===== src/rtl/dly_tap_ctrl_pkg.sv =====
// Shared definitions for the tap-walking controller: FSM states, tap width and step timing.
package dly_tap_ctrl_pkg;

  localparam int TAP_W = 6;
  localparam logic [TAP_W-1:0] TAP_MAX = 6'd63;
  localparam int STEP_CYCLES = 3;

  typedef enum logic [2:0] {
    S_IDLE  = 3'd0,
    S_LOAD  = 3'd1,
    S_LWAIT = 3'd2,
    S_STEP  = 3'd3,
    S_WAIT  = 3'd4,
    S_DONE  = 3'd5,
    S_ERR   = 3'd6
  } state_t;

  // One tap step in the requested direction, held at the rails.
  function automatic logic [TAP_W-1:0] tap_step(input logic [TAP_W-1:0] tap, input logic up);
    if (up) return (tap == TAP_MAX) ? tap : tap + 1'b1;
    return (tap == '0) ? tap : tap - 1'b1;
  endfunction

endpackage


===== src/rtl/dly_tap_ctrl.sv =====
// Walks an input-delay primitive to an absolute tap with spaced single-step adjust pulses.
// DLY_TAP_CTRL_FEEDBACK_EN selects closed-loop tap feedback; undefined gives open-loop tracking.
module dly_tap_ctrl
  import dly_tap_ctrl_pkg::*;
#(
  parameter int DELAY   = 0,
  parameter int TIMEOUT = 8
) (
  input  logic             CLK_IN,
  input  logic             RST,
  input  logic             LOAD_REQ,
  input  logic [TAP_W-1:0] TARGET_TAP,
  input  logic             TARGET_VALID,
  output logic             TARGET_READY,
  input  logic [TAP_W-1:0] DLY_TAP_VALUE,
  output logic             DLY_LOAD,
  output logic             DLY_ADJ,
  output logic             DLY_INCDEC,
  output logic             BUSY,
  output logic             DONE,
  output logic             ERROR
);

  localparam logic [TAP_W-1:0] LOAD_TAP  = TAP_W'(DELAY);
  localparam logic [7:0]       TMO       = 8'(TIMEOUT);
  localparam logic [7:0]       WAIT_LAST = 8'(STEP_CYCLES - 2);

  state_t           state_reg, state_next;
  logic [TAP_W-1:0] tgt_reg, tgt_next;
  logic [7:0]       cnt_reg, cnt_next, cnt_inc;
  logic             ready_reg, ready_next;
  logic             load_reg, load_next;
  logic             adj_reg, adj_next;
  logic             incdec_reg, incdec_next;
  logic             busy_reg, busy_next;
  logic             done_reg, done_next;
`ifdef DLY_TAP_CTRL_FEEDBACK_EN
  logic [TAP_W-1:0] prev_reg, prev_next;
  logic             error_reg, error_next;
  logic             progressing;
`else
  logic [TAP_W-1:0] trk_reg, trk_next;
`endif

  assign cnt_inc = (cnt_reg >= TMO) ? cnt_reg : cnt_reg + 8'd1;

`ifdef DLY_TAP_CTRL_FEEDBACK_EN
  // A legal move is strictly toward the target without passing it.
  assign progressing = incdec_reg ? (DLY_TAP_VALUE > prev_reg && DLY_TAP_VALUE < tgt_reg)
                                  : (DLY_TAP_VALUE < prev_reg && DLY_TAP_VALUE > tgt_reg);
`endif

  always_comb begin
    state_next  = state_reg;
    tgt_next    = tgt_reg;
    cnt_next    = cnt_reg;
    incdec_next = incdec_reg;
    load_next   = 1'b0;
    adj_next    = 1'b0;
    done_next   = 1'b0;
`ifdef DLY_TAP_CTRL_FEEDBACK_EN
    prev_next   = prev_reg;
    error_next  = error_reg;
`else
    trk_next    = trk_reg;
`endif
    case (state_reg)
      S_IDLE: begin
        if (LOAD_REQ) begin
          state_next = S_LOAD;
          load_next  = 1'b1;
`ifdef DLY_TAP_CTRL_FEEDBACK_EN
          error_next = 1'b0;
`endif
        end else if (TARGET_VALID && ready_reg) begin
          tgt_next = TARGET_TAP;
`ifdef DLY_TAP_CTRL_FEEDBACK_EN
          error_next = 1'b0;
`else
          trk_next = DLY_TAP_VALUE;
`endif
          if (TARGET_TAP == DLY_TAP_VALUE) begin
            state_next = S_DONE;
            done_next  = 1'b1;
          end else begin
            state_next  = S_STEP;
            adj_next    = 1'b1;
            incdec_next = (TARGET_TAP > DLY_TAP_VALUE);
          end
        end
      end
      S_LOAD: begin
        state_next = S_LWAIT;
        cnt_next   = '0;
      end
      S_LWAIT: begin
`ifdef DLY_TAP_CTRL_FEEDBACK_EN
        if (DLY_TAP_VALUE == LOAD_TAP) begin
          state_next = S_DONE;
          done_next  = 1'b1;
        end else if (cnt_inc >= TMO) begin
          state_next = S_ERR;
          error_next = 1'b1;
        end else begin
          cnt_next = cnt_inc;
        end
`else
        if (cnt_reg == WAIT_LAST) begin
          state_next = S_DONE;
          done_next  = 1'b1;
          trk_next   = LOAD_TAP;
        end else begin
          cnt_next = cnt_inc;
        end
`endif
      end
      S_STEP: begin
        state_next = S_WAIT;
        cnt_next   = '0;
`ifdef DLY_TAP_CTRL_FEEDBACK_EN
        prev_next  = DLY_TAP_VALUE;
`else
        trk_next   = tap_step(trk_reg, incdec_reg);
`endif
      end
      S_WAIT: begin
`ifdef DLY_TAP_CTRL_FEEDBACK_EN
        if (DLY_TAP_VALUE != prev_reg) begin
          if (DLY_TAP_VALUE == tgt_reg) begin
            state_next = S_DONE;
            done_next  = 1'b1;
          end else if (!progressing) begin
            state_next = S_ERR;
            error_next = 1'b1;
          end else begin
            state_next = S_STEP;
            adj_next   = 1'b1;
          end
        end else if (cnt_inc >= TMO) begin
          state_next = S_ERR;
          error_next = 1'b1;
        end else begin
          cnt_next = cnt_inc;
        end
`else
        if (cnt_reg == WAIT_LAST) begin
          if (trk_reg == tgt_reg) begin
            state_next = S_DONE;
            done_next  = 1'b1;
          end else begin
            state_next = S_STEP;
            adj_next   = 1'b1;
          end
        end else begin
          cnt_next = cnt_inc;
        end
`endif
      end
      S_DONE:  state_next = S_IDLE;
      S_ERR:   state_next = S_IDLE;
      default: state_next = S_IDLE;
    endcase
    // Outputs are registered, so they are derived from the state being entered.
    ready_next = (state_next == S_IDLE) && !LOAD_REQ;
    busy_next  = (state_next != S_IDLE);
  end

  always_ff @(posedge CLK_IN) begin
    if (RST) begin
      state_reg  <= S_IDLE;
      tgt_reg    <= '0;
      cnt_reg    <= '0;
      ready_reg  <= 1'b1;
      load_reg   <= 1'b0;
      adj_reg    <= 1'b0;
      incdec_reg <= 1'b0;
      busy_reg   <= 1'b0;
      done_reg   <= 1'b0;
`ifdef DLY_TAP_CTRL_FEEDBACK_EN
      prev_reg   <= '0;
      error_reg  <= 1'b0;
`else
      trk_reg    <= '0;
`endif
    end else begin
      state_reg  <= state_next;
      tgt_reg    <= tgt_next;
      cnt_reg    <= cnt_next;
      ready_reg  <= ready_next;
      load_reg   <= load_next;
      adj_reg    <= adj_next;
      incdec_reg <= incdec_next;
      busy_reg   <= busy_next;
      done_reg   <= done_next;
`ifdef DLY_TAP_CTRL_FEEDBACK_EN
      prev_reg   <= prev_next;
      error_reg  <= error_next;
`else
      trk_reg    <= trk_next;
`endif
    end
  end

  assign TARGET_READY = ready_reg;
  assign DLY_LOAD     = load_reg;
  assign DLY_ADJ      = adj_reg;
  assign DLY_INCDEC   = incdec_reg;
  assign BUSY         = busy_reg;
  assign DONE         = done_reg;
`ifdef DLY_TAP_CTRL_FEEDBACK_EN
  assign ERROR        = error_reg;
`else
  assign ERROR        = 1'b0;
`endif

endmodule

===== config.mk =====
export PLATFORM = sky130hd
export DESIGN_NAME = dly_tap_ctrl
export DESIGN_NICKNAME = d
export VERILOG_FILES = /design/src/rtl/dly_tap_ctrl_pkg.sv /design/src/rtl/dly_tap_ctrl.sv
export SDC_FILE = /design/constraint.sdc
export NUM_CORES = 1
export LEC_CHECK = 0
export ABC_AREA = 0
export CORE_UTILIZATION = 52
export CTS_CLUSTER_DIAMETER = 120
export DETAILED_ROUTE_END_ITERATION = 10
export PLACE_DENSITY = 0.76
export SLEW_MARGIN = 10
export SYNTH_ARGS = -nofsm -noshare
export SYNTH_HDL_FRONTEND = slang
export SYNTH_SLANG_ARGS = --single-unit

===== constraint.sdc =====
create_clock -name CLK_IN -period 2.1 [get_ports CLK_IN]
set_input_delay 0.42 -clock CLK_IN [delete_from_list [all_inputs] [get_ports CLK_IN]]
set_output_delay 0.42 -clock CLK_IN [all_outputs]
set_load 0.01 [all_outputs]

==> impl_metrics.toml <==
[outcome]
outcome = "finished, final reports clean"

[global_route]
number_of_global_route_vias_before_repair = 1530
grt_overflow_total = 0
grt_pass1_wl_um = 7010
globalRouteTotalUtil = 0.251
grt_antenna_before_repair = 0
grt_max_degree = 23

[synth]
synthArstFlopShare = 0
synth_top_cell_area_share = 0.311
ys_ff_latch = 29
yosys_warnings = 0
synthFlopType = "dfxtp_1"
yosysTopAreaCell = "dfxtp_1"
synth_top_cells_by_area = "dfxtp_1 (31%), ha_1 (8.7%), a21oi_1 (5.9%), nand2_1 (4.6%), nor3_1 (3.8%)"
synth_area_per_cell_um2 = 8.30
synthDistinctLibCells = 50
postSynthCellCount = 225
seq_area_frac_synth = 0.311
synth_enable_flop_cells = 0
area_of_the_mapped_netlist_mm2 = 0.00187
synth.net_count = 255

[routing]
wl_final_um = 4350
routedWlPerCell_um = 14.3
post-route-drc-count = 0
antenna_left = 0
first_iter_violations = 91
total_number_of_vias = 1745
post_drt_via_cell_ratio = 5.72
drtPass1Iterations = 4

[pwr]
p_int_mw = 1.38
p_clk_frac = 0.134
switchingPower_mw = 1.05
worst_ir_drop_vdd_uv = 460
power.share.switching = 0.432
seq_power_share = 0.312
pwr_density_cell_mw_per_mm2 = 1080
power.leakage_nw = 0.896
power_frac_comb = 0.554

[sta]
worst-slew-pin-transition_ps = 573
fmaxAchievable_ghz = 0.502
final_max_slew_viol_count = 0
hold_viol_final = 0
clock_skew_ps = 9.35
timing.final.crit_period_ps = 1990
layout_setup_ws_ps = 108
setup-violations-final = 0
finalCritPeriodShare = 0.949
timing.max_slew.rel_slack = 0.614
hold-worst-slack_ps = 474

[die]
floorplan.initialDensity = 0.551
ios = 23
floorplan.rows = 21
die_height_um = 61.9
dieArea_mm2 = 0.00384
floorplan.die.width_um = 61.9
coreArea_mm2 = 0.00339

[cells_and_area]
largest_register_ffs = 8
syn2layout_area_growth_pct = 20.4
antenna_cells = 0
final_net_count = 288
post_layout_nonfiller_instances = 305
final_cell_area_mm2 = 0.00225
final_core_utilization = 0.664
post_route_cells_drive_above_1_share = 0.124

[placement]
placed_cells = 296
numPortBuffers = 21
gpl.final_weighted_congestion = 0.917
hpwlAfterDp_um = 3230
placement.cell_area_mm2 = 0.00219
dp_worst_slack_ps = -235

[clocking]
cts_buf_count = 5
cts_max_path_buffers = 2
cts.clk_slew.worst_paths_ps = 90
clkLatencyLatePin_ps = 340
clock_sink_count = 29
h_tree_levels = 2
cts_root_buffer = "clkbuf_4"
cts_tree = "done"

[worst_setup_path]
setup.worst_path.class = "input port to register"
critical_path.startpoint_type = "input port"
crit_fanout = 3
end_kind = "register"
worst_ep_required_time_ps = 2340
crit_arrival_ps = 2240

[worst_hold_path]
type_of_the_worst_min_delay_path = "register to register"

[run]
max-cap-violations = 0
[final timing paths]
check | to | slack, ps | start | cells past startpoint
max | state_reg[1]$_SDFF_PP0_ | 110 | DLY_TAP_VALUE[1] | 8
min | tgt_reg[2]$_SDFFE_PP0P_ | 470 | tgt_reg[2]$_SDFFE_PP0P_ | 2
max reg2reg | state_reg[1]$_SDFF_PP0_ | 120 | cnt_reg[3]$_SDFFE_PP0P_ | 5
min reg2reg | tgt_reg[2]$_SDFFE_PP0P_ | 470 | tgt_reg[2]$_SDFFE_PP0P_ | 2
[through the flow]
| step | total power [mW] | TNS (ps) |
|---|---|---|
| 5_1_grt | 2.62 | -1.96 |
| 3_3_place_gp | 2.04 | -596 |
| 4_1_cts | 2.40 | 0 |
| 2_1_floorplan | 1.72 | 0 |
| 3_5_place_dp | 2.07 | -830 |
| 6_report | 2.43 | 0 |
[kinds of logic after synthesis]
logic type               synth area share
multiplexers                      0.00603
AO/OA/AOI/OAI                       0.227
AND/OR/NAND/NOR                     0.243
XOR/XNOR                           0.0516
flip-flops                          0.311
buffers and inverters              0.0616
adder cells (fa/ha/maj)            0.0978
other                             0.00201
[synth_stat cells, types with 3 or more instances]
cell type,n
o21ai_0,8
or3_1,3
a21o_1,3
nand2_1,23
xor2_1,4
dfxtp_1,29
nor3_1,14
a311oi_1,4
nand3_1,7
nor2b_1,3
inv_1,14
ha_1,13
clkbuf_1,6
a21oi_1,22
nand4_1,3
xnor2_1,7
nor2_1,14
a211oi_1,5
o21a_1,3
[worst max-delay path, cell delays in order]
cell,delay (ps)
clkdlybuf4s50_1,480
inv_1,50
ha_1,280
and4_1,200
nand3_1,220
nand2_1,160
o31a_1,160
a211oi_1,280
[cell usage in the layout (no fill, tap or decap), types with 4 or more instances in the layout]
cell type,synthesis,layout
a21oi_1,22,22
o21ai_0,8,8
nor2_1,14,14
a211oi_1,5,4
xnor2_1,7,7
ha_1,13,13
xor2_1,4,4
nand3_1,7,7
buf_4,1,16
clkbuf_4,0,5
inv_1,14,14
a311oi_1,4,4
nand2_1,23,23
dfxtp_1,29,29
clkdlybuf4s50_1,0,21
nor3_1,14,14
[per-layer routing]
metal / vias to the layer above / global-route usage / share of wire
met5: - / 0 / 0
met4: 0 / 0.0571 / 0.013
met3: 7 / 0.0642 / 0.054
met2: 53 / 0.376 / 0.45
met1: 808 / 0.362 / 0.48
li1: 877 / - / -
[repair_timing]
item | CTS | global route
gates resized for setup | 0 | 1
setup buffers | 0 | 1
setup endpoints to repair | 0 | 3
hold buffers | 0 | 0
[final cells by class]
class | instances | area [um2]
fillers | 273 | 1140
well taps | 46 | 57.6
inverters | 14 | 52.6
clock buffers | 6 | 41.3
multi-input cells | 171 | 1180
repair buffers | 37 | 330
clock inverters | 2 | 10.0
flip-flops and latches | 29 | 581
[power groups by stage]
| stage | logic (mW) | clock network, mW | registers, mW |
|---|---|---|---|
| 2_1_floorplan | 0.954 | 0 | 0.767 |
| 3_5_place_dp | 1.30 | 0 | 0.768 |
| 4_1_cts | 1.31 | 0.335 | 0.756 |
| 5_1_grt | 1.48 | 0.368 | 0.774 |
| 3_3_place_gp | 1.28 | 0 | 0.764 |
| 6_report | 1.35 | 0.327 | 0.758 |
Note: power is estimated with default switching activity, not from simulation.
